$ cat src/rtl/mov_src_fifo.sv
`default_nettype none
// +--------------------------------------------------------------------------+
// | Module      : mov_src_fifo                                               |
// | Description : Operand buffer placed directly upstream of the 16-bit MOV  |
// |               register stage. It accepts source words from the operand   |
// |               producer (decode/register-read) using a valid/ready        |
// |               handshake. It pops at most one word per cycle into a       |
// |               registered src/mov_enable pair that drives the MOV stage.  |
// | Revision    : 1.0 - initial release                                      |
// +--------------------------------------------------------------------------+
// | Ports                                                                    |
// |   clk        in   1            rising-edge clock                         |
// |   rst        in   1            asynchronous reset, active low            |
// |   in_data    in   DATA_WIDTH   source word offered by the producer       |
// |   in_valid   in   1            producer has a word on in_data            |
// |   in_ready   out  1            FIFO can accept a word this cycle         |
// |   out_ready  in   1            consumer allows a pop this cycle          |
// |   flush      in   1            synchronous clear of all queued words     |
// |   src        out  DATA_WIDTH   registered word presented to MOV stage    |
// |   mov_enable out  1            one-cycle strobe qualifying src           |
// |   count      out  ADDR_WIDTH+1 number of stored words (0..DEPTH)         |
// |   full       out  1            count == DEPTH                            |
// |   empty      out  1            count == 0                                |
// +--------------------------------------------------------------------------+
module mov_src_fifo #(
   parameter int DATA_WIDTH = 16,
   parameter int DEPTH      = 4,
   parameter int ADDR_WIDTH = 2
) (
   input  logic                  clk,
   input  logic                  rst,
   input  logic [DATA_WIDTH-1:0] in_data,
   input  logic                  in_valid,
   output logic                  in_ready,
   input  logic                  out_ready,
   input  logic                  flush,
   output logic [DATA_WIDTH-1:0] src,
   output logic                  mov_enable,
   output logic [ADDR_WIDTH:0]   count,
   output logic                  full,
   output logic                  empty
);

   // Occupancy constants sized to the count register.
   localparam logic [ADDR_WIDTH:0]   CNT_FULL = (ADDR_WIDTH+1)'(DEPTH);
   localparam logic [ADDR_WIDTH:0]   CNT_ZERO = '0;
   localparam logic [ADDR_WIDTH:0]   CNT_ONE  = (ADDR_WIDTH+1)'(1);
   localparam logic [ADDR_WIDTH-1:0] PTR_ONE  = (ADDR_WIDTH)'(1);

   // ------------------------------------------------------------------
   // State
   // ------------------------------------------------------------------
   logic [DATA_WIDTH-1:0] mem_q [DEPTH];
   logic [ADDR_WIDTH-1:0] wr_ptr_q, wr_ptr_d;
   logic [ADDR_WIDTH-1:0] rd_ptr_q, rd_ptr_d;
   logic [ADDR_WIDTH:0]   count_q,  count_d;
   logic [DATA_WIDTH-1:0] src_q,    src_d;
   logic                  mov_en_q, mov_en_d;

   // ------------------------------------------------------------------
   // Status flags are decoded directly from the occupancy count.
   // ------------------------------------------------------------------
   logic full_w;
   logic empty_w;
   logic push_w;
   logic pop_w;

   assign full_w  = (count_q == CNT_FULL);
   assign empty_w = (count_q == CNT_ZERO);

   // Flush overrides both sides of the FIFO on the same edge. The pop
   // decision uses the count before the edge, so a word written on this
   // edge into an empty FIFO cannot leave on the same edge.
   assign push_w = in_valid  && !full_w  && !flush;
   assign pop_w  = out_ready && !empty_w && !flush;

   // ------------------------------------------------------------------
   // Next-state logic
   // ------------------------------------------------------------------
   always_comb begin
      wr_ptr_d = wr_ptr_q;
      rd_ptr_d = rd_ptr_q;
      count_d  = count_q;
      src_d    = src_q;
      mov_en_d = 1'b0;

      if (flush) begin
         // src deliberately holds its last value across a flush.
         wr_ptr_d = '0;
         rd_ptr_d = '0;
         count_d  = '0;
      end else begin
         // Pointers are ADDR_WIDTH wide and DEPTH is a power of two, so
         // natural overflow gives the DEPTH-1 -> 0 wrap.
         if (push_w) begin
            wr_ptr_d = wr_ptr_q + PTR_ONE;
         end
         if (pop_w) begin
            rd_ptr_d = rd_ptr_q + PTR_ONE;
            src_d    = mem_q[rd_ptr_q];
            mov_en_d = 1'b1;
         end
         case ({push_w, pop_w})
            2'b10:   count_d = count_q + CNT_ONE;
            2'b01:   count_d = count_q - CNT_ONE;
            default: count_d = count_q;
         endcase
      end
   end

   // ------------------------------------------------------------------
   // Control registers
   // ------------------------------------------------------------------
   always_ff @(posedge clk or negedge rst) begin
      if (!rst) begin
         wr_ptr_q <= '0;
         rd_ptr_q <= '0;
         count_q  <= '0;
         src_q    <= '0;
         mov_en_q <= 1'b0;
      end else begin
         wr_ptr_q <= wr_ptr_d;
         rd_ptr_q <= rd_ptr_d;
         count_q  <= count_d;
         src_q    <= src_d;
         mov_en_q <= mov_en_d;
      end
   end

   // ------------------------------------------------------------------
   // Storage array, cleared by reset so that no stale operand can ever be
   // observed after a reset.
   // ------------------------------------------------------------------
   always_ff @(posedge clk or negedge rst) begin
      if (!rst) begin
         for (int i = 0; i < DEPTH; i++) begin
            mem_q[i] <= '0;
         end
      end else if (push_w) begin
         mem_q[wr_ptr_q] <= in_data;
      end
   end

   // ------------------------------------------------------------------
   // Outputs
   // ------------------------------------------------------------------
   assign in_ready   = !full_w;
   assign full       = full_w;
   assign empty      = empty_w;
   assign count      = count_q;
   assign src        = src_q;
   assign mov_enable = mov_en_q;

endmodule
`default_nettype wire

$ cat config.mk
export PLATFORM = sky130hd
export DESIGN_NAME = mov_src_fifo
export DESIGN_NICKNAME = d
export VERILOG_FILES = /design/src/rtl/mov_src_fifo.sv
export SDC_FILE = /design/constraint.sdc
export NUM_CORES = 1
export LEC_CHECK = 0
export BUFFER_PORTS_ARGS = -buffer_cell sky130_fd_sc_hd__buf_4
export CAP_MARGIN = 5
export CORE_UTILIZATION = 35
export DETAILED_ROUTE_END_ITERATION = 6
export PLACE_DENSITY = 0.57
export SLEW_MARGIN = 20
export SYNTH_ARGS = -nofsm -noshare
export SYNTH_HDL_FRONTEND = slang
export SYNTH_SLANG_ARGS = --single-unit
$ cat constraint.sdc
create_clock -name clk -period 2.7 [get_ports clk]
set_input_delay 0.405 -clock clk [delete_from_list [all_inputs] [get_ports clk]]
set_output_delay 0.405 -clock clk [all_outputs]
set_load 0.1 [all_outputs]
==> results of run 1 <==
flip-flops by register name (all words and copies together) (netlist names):
name / flops
mov_enable: 1
mem_q: 64
count: 3
src: 16
rd_ptr_q: 2
wr_ptr_q: 2
worst max-delay path: cells and delay by family (launching register included):
family                   cells  cell delay (ns)
AO/OA/AOI/OAI                1             0.17
flip-flops                   1             0.49
AND/OR/NAND/NOR              5             1.06
adder cells (fa/ha/maj)      1             0.43
kinds of logic (layout without fill, tap and decap cells):
logic type | Yosys count | after routing | share of synthesized area (%)
xor gates and xnor gates | 4 | 4 | 0.894
muxes | 96 | 96 | 32.2
buffers and inverters | 16 | 66 | 2.49
DFF | 88 | 88 | 56.2
adders and majority gates | 5 | 5 | 1.79
AOI/OAI and AO/OA | 10 | 10 | 1.63
and+or+nand+nor | 33 | 33 | 4.85
cells in the final DEF (no fill, tap or decap), types with 2 or more instances in the layout:
cell type	instances
mux2_2	80
clkbuf_8	9
xor2_1	2
nand2_2	4
mux4_2	16
clkinv_2	2
dfrtp_1	85
nand3_1	4
buf_4	46
nor2_1	8
a21oi_1	2
nand2_1	5
dfrtp_2	2
xnor2_1	2
ha_1	4
o21ai_0	3
clkbuf_1	2
bufinv_16	2
inv_1	2
layout make-up:
type | count | area (um2)
well taps | 140 | 175
clock inverters | 4 | 70.1
multi-input cells | 148 | 1650
clock buffers | 11 | 131
inverters | 3 | 13.8
fillers | 1000 | 6260
repair buffers | 48 | 375
flip-flops and latches | 88 | 2210
synth_stat cells (all sizes together):
master	instances	share of area [%]
clkbuf	6	0.86
nand2	9	1.1
xnor2	2	0.45
a31oi	1	0.16
a41oi	1	0.22
nor2	9	0.93
mux4	16	9.2
nor3b	1	0.48
a211oi	1	0.19
nor3	2	0.26
fa	1	0.51
o221ai	1	0.22
inv	3	0.29
nand2b	2	0.32
o21ai	3	0.38
ha	4	1.3
dfrtp	88	56
a21oi	2	0.26
and2b	1	0.22
and2	1	0.16
nand3b	1	0.19
buf	7	1.3
mux2	80	23
xor2	2	0.45
o21bai	1	0.19
or3	1	0.16
nand3	4	0.51
or3b	2	0.51
where the power goes:
group	switching, mW	internal [mW]
Sequential	0.235	1.76
Clock	0.438	0.514
Combinational	1.26	0.699
Total	1.93	2.98
layer usage:
| metal | wire length (um) | track usage [%] | vias to the layer above |
|---|---|---|---|
| met5 | 0 | 0 | - |
| met4 | 63 | 4.11 | 0 |
| met3 | 316 | 5.02 | 6 |
| met2 | 3450 | 22.9 | 40 |
| met1 | 3560 | 19.3 | 1142 |
| li1 | - | - | 1007 |
through the flow:
step	std cells	utilization [%]	TNS, ns	setup slack, ns
2_1_floorplan	252	-	-0.792	-0.434
4_1_cts	442	42.5	0	0.409
3_3_place_gp	426	40.5	0	0.476
3_5_place_dp	426	40.5	0	0.404
6_report	442	42.5	0	0.433
5_1_grt	442	42.5	0	0.312
worst max path at each step:
| stage | start | cells after the start | to |
|---|---|---|---|
| after floorplan | count[2] | 9 | count[1] |
| after global placement | count[1] | 7 | count[1] |
| after detailed placement | count[1] | 7 | count[1] |
| after CTS | count[1] | 7 | count[1] |
| after global routing | count[1] | 7 | count[1] |
| final | count[1] | 7 | count[1] |
repair_timing:
item	4_1_cts	5_1_grt
hold buffers	1	0
buffers inserted	0	0
endpoints found under the hold margin	23	0
endpoints found under the setup margin	0	0
==> key figures, run 1 <==
Critical path
  • Worst r2r path cells: 7
  • CP cell instances: nor3_4, nand2b_4, nor2_4, and2_4, fa_2, a41oi_1, nor3_1
  • Crit-path max FO: 18
  • WS Path Type: register to register
  • Reg-to-reg setup timing slack: 0.43 ns
  • Setup crit start kind: register
  • Crit path capture type: register
  • Data required time of the worst path: 2.94 ns
  • Data arrival, critical path: 2.51 ns
  • CP max stage delay: 0.49 ns
  • R2R Path End: count[1]
  • Slowest CP cell: dfrtp_2
  • Worst r2r src: count[1]

Floorplan
  • Height of the chip: 108 um
  • Row count: 38
  • Die area: 0.0116 mm2
  • Number of placed I/O pins: 44
  • Starting Density: 36.0%
  • Die width: 108 um
  • Core box area: 0.0109 mm2

Timing
  • Slew Limit Fails: 0
  • Final period util: 84.0%
  • Hold WS: 0.307 ns
  • Slew @ Worst Pin: 0.626 ns
  • Worst Clk Skew: 0.00688 ns
  • Min Clock Period, post-route: 2.27 ns
  • Max-Slew Margin vs Limit: 58.2%
  • Final hold vios: 0
  • Final Setup Violations: 0
  • Fmax: 441 MHz
  • RSZ-0062 raised after global routing: false

Min path
  • Start point of the worst hold path: in_data[3]
  • Hold path depth: 2
  • Worst hold path class: primary input to register
  • Hold path endpoint: mem_q[35]

Layout
  • Final nets: 324
  • Final instance area: 0.00462 mm2
  • P&R area growth vs syn: 17.9%
  • Ant diodes: 0
  • Layout cells sized above 1: 57.3%

Run
  • # Max-Cap Violations: 0

Placement
  • RD Place Congestion: 0.725
  • Placed cell area: 0.00441 mm2
  • Port Buffers: 43
  • Post-DP HPWL: 4730 um

GRT
  • Initial antenna violation count: 0
  • GR Overflow Total: 0
  • Vias in the first global route: 2313
  • Largest net degree at the start of global routing: 58
  • Tot GR Track Use: 14.7%
  • First-pass GRT wire length: 12600 um

Drt
  • Initial drt markers: 34
  • Drt total wl: 7400 um
  • Routed via count: 2195
  • Wire length per cell: 16.7 um
  • DR DRC count: 0
  • Via-to-Cell Ratio: 4.97
  • Pre-antenna DRT Iters: 5
  • Routed Antenna Nets: 0

CTS
  • Total clock sinks: 88
  • Worst skew pair latency: 0.35 ns
  • Total CTS buffers: 9
  • CTS max path bufs: 2
  • H-tree depth: 3
  • CTS tree: built
  • Root buf cell: clkbuf_8
  • Clock-pin slew on the worst setup and hold paths: 0.08 ns
  • Resize count post-CTS: 0

Synth
  • Netlist cell types: 36
  • Syn Inst Count: 252
  • Mean Syn Cell Area: 15.6 um2
  • Synth Cell Area: 0.00392 mm2
  • Syn nets: 278
  • Seq cells post-synth: 88
  • Number of synthesis warnings: 0
  • Sequential cell area fraction in the yosys report: 56.2%

Power and ir drop
  • Total Power: 4.91 mW
  • VDD IR max: 0.683 mV
  • Power per standard cell area: 1060 mW/mm2
  • LEAKAGE: 2.05 nW

Status
  • Outcome: finished clean
Note: power is estimated with default switching activity, not from simulation.
==> inputs of run 2 (changes only) <==
Settings changed: ABC_AREA set to 1.
Clock period 2.7 ns to 2.3 ns, I/O delays scaled along.
==> key figures, run 2 <==
Status
  • Outcome: finished, violations left
  • Failing checks: hold timing

Layout
  • Final nets: 503 (+55%)
  • Largest register by flop count: mem_q
  • Fin util: 43.0% (+0.50 points)
  • Most frequent cells in the layout: nand2_1, dfrtp_1, buf_4, o21ai_2, o21ai_0
  • Layout cells sized above 1: 23.9% (-33 points)
  • Max reg flops: 64 (unchanged)
  • Final instance area: 0.00476 mm2 (+2.9%)
  • Commonest non-fill, non-tap cell in the layout: nand2_1
  • Ant diodes: 0 (unchanged)
  • P&R area growth vs syn: 17.2%
  • Non-Filler Instances: 621 (+40%)

Timing
  • Final Worst Setup Slack: 0.252 ns (-0.181 ns)
  • Slew @ Worst Pin: 0.555 ns (-0.0712 ns)
  • Min Clock Period, post-route: 2.05 ns (-0.219 ns)
  • Worst Clk Skew: 0.00831 ns (+0.00143 ns)
  • RSZ-0062 raised after global routing: false
  • Final Setup Violations: 0 (unchanged)
  • Hold WS: -0.00576 ns (-0.312 ns)
  • Final hold vios: 4 (+4)
  • Final period util: 89.0% (+5.1 points)
  • Slew Limit Fails: 0 (unchanged)
  • Setup_tns: 0 ns (unchanged)
  • Fmax: 488 MHz (+11%)
  • Max-Slew Margin vs Limit: 63.0% (+4.8 points)

Floorplan
  • Height of the chip: 110 um (+1.8%)
  • Core box area: 0.0111 mm2 (+1.7%)
  • Row count: 38 (unchanged)
  • Starting Density: 36.7% (+0.67 points)
  • Die area: 0.0120 mm2 (+3.6%)
  • Number of placed I/O pins: 44 (unchanged)
  • Die width: 110 um (+1.8%)

Drt
  • Wire length per cell: 14.1 um (-16%)
  • Pre-antenna DRT Iters: 6 (+1)
  • Via-to-Cell Ratio: 4.74 (-4.5%)
  • Initial drt markers: 231 (+580%)
  • Drt total wl: 8770 um (+19%)
  • Routed via count: 2944 (+34%)
  • DR DRC count: 0 (unchanged)
  • Routed Antenna Nets: 0 (unchanged)

Synth
  • Async SR Flop Fraction: 100% (unchanged)
  • Netlist cell types: 24 (-33%)
  • Post-synth top area cell: dfrtp_1
  • Number of synthesis warnings: 0 (unchanged)
  • Most frequent cell after synthesis: nand2_1
  • EDFF count, synth: 0 (unchanged)
  • Most area-consuming cells after synthesis: dfrtp_1, nand2_1, o21ai_2
  • Mean Syn Cell Area: 9.25 um2 (-41%)
  • Top cells by count, synth: nand2_1, dfrtp_1, o21ai_2
  • Synth Cell Area: 0.00406 mm2 (+3.6%)
  • Syn nets: 465 (+67%)
  • Synth Flop Type: dfrtp_1
  • Sequential cell area fraction in the yosys report: 54.2% (-2.0 points)
  • Syn Inst Count: 439 (+74%)
  • Seq cells post-synth: 88 (unchanged)
  • Post-synth top area share: 54.2% (-2.0 points)

Critical path
  • Crit path capture type: register
  • Data arrival, critical path: 2.28 ns (-0.23 ns)
  • CP cell instances: nor2_2, a21boi_1, nand3_1, inv_1, fa_1, xnor2_1, inv_1, nand2_1, nand2_1, nand2_1, nand2_1
  • Setup crit start kind: register
  • Slowest CP cell: dfrtp_4
  • CP max stage delay: 0.50 ns (about the same)
  • Worst path most repeated cell: nand2_1
  • WS Path Type: register to register
  • Crit-path max FO: 4 (-14)
  • Data required time of the worst path: 2.53 ns (-0.41 ns)
  • Worst r2r src: count[1]
  • Crit. Startpoint: count[1]

GRT
  • Tot GR Track Use: 16.6% (+1.9 points)
  • Largest net degree at the start of global routing: 41 (-29%)
  • Initial antenna violation count: 0 (unchanged)
  • First-pass GRT wire length: 14700 um (+17%)
  • Vias in the first global route: 2827 (+22%)
  • GR Overflow Total: 0 (unchanged)

Placement
  • Setup slack at placement: 0.302 ns (-0.102 ns)
  • Port Buffers: 43 (unchanged)
  • RD Place Congestion: 0.738 (+1.8%)
  • Placed cell count: 606 (+42%)
  • Post-DP HPWL: 5690 um (+20%)
  • Placed cell area: 0.00447 mm2 (+1.3%)

Power and ir drop
  • LEAKAGE: 2.41 nW (+18%)
  • Power per standard cell area: 1520 mW/mm2 (+43%)
  • VDD IR max: 0.867 mV (+27%)

CTS
  • H-tree depth: 3 (unchanged)
  • Total clock sinks: 88 (unchanged)
  • Root buf cell: clkbuf_16
  • Post-CTS setup buffer count: 0 (unchanged)
  • Total CTS buffers: 9 (unchanged)
  • Hold-fix buffers, CTS: 0 (-1)
  • Resize count post-CTS: 0 (unchanged)
  • Clock-pin slew on the worst setup and hold paths: 0.06 ns (-0.02 ns)
  • Worst skew pair latency: 0.34 ns (about the same)
  • CTS tree: built
  • CTS max path bufs: 2 (unchanged)

Min path
  • Worst hold path class: primary input to asynchronous set/reset pin

Run
  • # Max-Cap Violations: 0 (unchanged)
## run 2: cell families (layout without fill, tap and decap cells)
group                      count (synthesis)  after routing  share of synthesized area [%]
adders and majority gates                  5              5                           1.72
xor gates and xnor gates                   1              1                          0.216
and+or+nand+nor                          175            175                           18.1
AOI/OAI and AO/OA                        119            119                           18.7
DFF                                       88             88                           54.2
buffers and inverters                     51             93                           7.05
## run 2: layout make-up
type	count	area (um2)
Clock buffer	12	246
Clock inverter	3	42.5
Timing Repair Buffer	50	400
Tap cell	140	175
Multi-Input combinational cell	300	1580
Inverter	28	105
Fill cell	1101	6320
Sequential cell	88	2210
## run 2: final timing paths
kind	cells past startpoint	slack, ns	to
setup / recovery	11	0.25	count[2]
hold / removal	1	-0.006	mem_q[47]
setup reg to reg	11	0.25	count[2]
hold reg to reg	2	0.48	mem_q[33]
max in group asynchronous	2	1.64	mem_q[12]
min in group clk	3	0.31	mem_q[63]
## run 2: stage by stage
| step | hold WS, ns | power (mW) |
|---|---|---|
| after detailed placement | 0.378 | 5.83 |
| after CTS | 0.0216 | 7.29 |
| after global routing | 0.0386 | 7.70 |
| after global placement | 0.381 | 5.77 |
| final | -0.00576 | 7.22 |
| after floorplan | 0.0494 | 5.10 |
## run 2: critical path, delay by kind of cell, from the launching register on
family                     cells  cell delay [ns]
and+or+nand+nor                6             0.57
adders and majority gates      1             0.37
buffers and inverters          2             0.13
xor gates and xnor gates       1             0.22
AOI/OAI and AO/OA              1             0.14
DFF                            1             0.50
## run 2: per-layer routing
layer,global-route usage [%],wire length [um]
met1,22.7,4190
met2,26.0,4040
met3,3.56,402
met4,5.71,129
met5,0,0
## run 2: power by group
| group | switching (mW) | total, mW | internal, mW |
|---|---|---|---|
| Combinational | 2.34 | 3.23 | 0.887 |
| Clock | 0.565 | 1.43 | 0.864 |
| Sequential | 0.350 | 2.56 | 2.21 |
==> inputs of run 3 (changes only) <==
Settings changed: CAP_MARGIN 5 to unset, CORE_UTILIZATION 35 to 58, PLACE_DENSITY 0.57 to 0.84, RECOVER_POWER set to 50.
==> key figures, run 3 (same netlist as run 2, synthesis figures left out) <==
GRT
  • Initial antenna violation count: 0 (unchanged)
  • Vias in the first global route: 2973 (+5.2%)
  • First-pass GRT wire length: 14200 um (-3.3%)
  • Largest net degree at the start of global routing: 60 (+46%)
  • GR Overflow Total: 0 (unchanged)
  • Tot GR Track Use: 25.3% (+8.7 points)

Critical path
  • Crit path max-delay family: simple AND/OR/NAND/NOR gates
  • Data required time of the worst path: 2.56 ns (+0.03 ns)
  • Worst path most repeated cell: nand2_1
  • Crit path capture type: register
  • Reg-to-reg setup timing slack: 0.25 ns (about the same)
  • CP cell instances: nor2_2, a21boi_1, nand3_1, inv_1, fa_1, xnor2_1, inv_1, nand2_1, nand2_1, nand2_1, nand2_1
  • Data arrival, critical path: 2.31 ns (+0.03 ns)
  • Slowest CP cell: dfrtp_4
  • Crit-path max FO: 4 (unchanged)
  • WP buf/inv: 2 (unchanged)
  • Setup crit start kind: register
  • CP max stage delay: 0.51 ns (about the same)
  • WS Path Type: register to register

Placement
  • RD Place Congestion: 0.804 (+8.9%)
  • Post-DP HPWL: 5470 um (-4.0%)
  • Port Buffers: 43 (unchanged)
  • Placed cell area: 0.00439 mm2 (-1.7%)

Timing
  • Slew @ Worst Pin: 1.45 ns (+0.893 ns)
  • Max-Slew Margin vs Limit: 3.47% (-60 points)
  • Final Setup Violations: 0 (unchanged)
  • Worst Clk Skew: 0.0114 ns (+0.00311 ns)
  • RSZ-0062 raised after global routing: false
  • Final period util: 89.3% (+0.31 points)
  • Hold WS: 0.291 ns (+0.297 ns)
  • Fmax: 487 MHz (-0.34%)
  • Min Clock Period, post-route: 2.05 ns (+0.00705 ns)
  • Setup_tns: 0 ns (unchanged)
  • Slew Limit Fails: 0 (unchanged)
  • Final hold vios: 0 (-4)

CTS
  • CTS tree: built
  • Post-CTS setup buffer count: 0 (unchanged)
  • Root buf cell: clkbuf_8
  • CTS max path bufs: 2 (unchanged)
  • Resize count post-CTS: 0 (unchanged)
  • Worst skew pair latency: 0.36 ns (+0.02 ns)
  • H-tree depth: 3 (unchanged)
  • Hold-fix buffers, CTS: 0 (unchanged)
  • Total CTS buffers: 9 (unchanged)
  • Total clock sinks: 88 (unchanged)
  • Clock-pin slew on the worst setup and hold paths: 0.09 ns (+0.03 ns)

Floorplan
  • Core box area: 0.00679 mm2 (-39%)
  • Number of placed I/O pins: 44 (unchanged)
  • Die width: 85.7 um (-22%)
  • Row count: 30 (-21%)
  • Starting Density: 59.8% (+23 points)
  • Die area: 0.00734 mm2 (-39%)
  • Height of the chip: 85.7 um (-22%)

Layout
  • P&R area growth vs syn: 11.2%
  • Fin util: 66.5% (+24 points)
  • Final nets: 500 (-0.60%)
  • Layout cells sized above 1: 21.8% (-2.2 points)
  • Layout fillers: 542 (-51%)
  • Ant diodes: 0 (unchanged)
  • Commonest non-fill, non-tap cell in the layout: nand2_1
  • Max reg flops: 64 (unchanged)
  • Final instance area: 0.00452 mm2 (-5.0%)
  • Most frequent cells in the layout: nand2_1, dfrtp_1, o21ai_2, o21ai_0, buf_4
  • FF/Latch Area: 0.00221 mm2 (unchanged)
  • Area of the multi-input gates: 0.00157 mm2 (-0.47%)
  • Largest register by flop count: mem_q

Drt
  • Initial drt markers: 256 (+11%)
  • Routed length on met1: 3840 um (-8.5%)
  • Pre-antenna DRT Iters: 7 (+1)
  • Wire length per cell: 15.0 um (+6.2%)
  • Routed via count: 3134 (+6.5%)
  • Drt total wl: 8610 um (-1.8%)
  • DR top layer: met4
  • Met3 WL: 411 um (+2.2%)
  • Routed wl met2: 4180 um (+3.5%)
  • DR DRC count: 1 (+1)
  • Via-to-Cell Ratio: 5.46 (+15%)
  • Routed Antenna Nets: 0 (unchanged)

Status
  • Outcome: finished, violations left
  • Failing checks: DRC

Min path
  • Worst hold path class: primary input to register

Power and ir drop
  • Power per standard cell area: 1510 mW/mm2 (-0.58%)
  • VDD IR max: 0.489 mV (-44%)
  • LEAKAGE: 2.31 nW (-4.1%)

Run
  • # Max-Cap Violations: 0 (unchanged)
## run 3: metrics by stage
| stage | total power, mW | instances | worst slack (ns) |
|---|---|---|---|
| after global routing | 7.18 | 574 | 0.101 |
| after global placement | 5.69 | 559 | 0.358 |
| final | 6.82 | 574 | 0.245 |
| after CTS | 6.88 | 574 | 0.252 |
| after detailed placement | 5.84 | 559 | 0.272 |
| after floorplan | 5.10 | 439 | 0.0517 |
## run 3: worst paths after layout
kind,cells past startpoint,end,from
worst max-delay path,11,count[2],count[1]
worst min-delay path,3,mem_q[26],in_data[10]
worst max register to register,11,count[2],count[1]
worst min register to register,2,src[11],src[11]
max in group asynchronous,2,mem_q[31],rst
min in group asynchronous,1,src[10],rst
## run 3: layout make-up
type	count	area share [%]
flip-flops and latches	88	48.9
well taps	96	2.66
clock inverters	6	1.36
clock buffers	9	2.74
repair buffers	47	7.23
multi-input cells	300	34.8
inverters	28	2.33
## run 3: layer usage
metal / up-vias / GRT usage [%]
li1: 1499 / -
met1: 1506 / 34.0
met2: 108 / 41.5
met3: 21 / 4.04
met4: 0 / 10.0
met5: - / 0
## run 3: tightest hold or removal path, cell delays in order
cell     delay (ns)
buf_4          0.07
inv_1          0.07
o21ai_2        0.13
## run 3: where the power goes
part,total (mW),switching [mW],internal [mW],leakage [nW]
clock network,1.03,0.538,0.492,0.0948
registers,2.59,0.382,2.21,1.13
logic,3.20,2.38,0.819,1.09
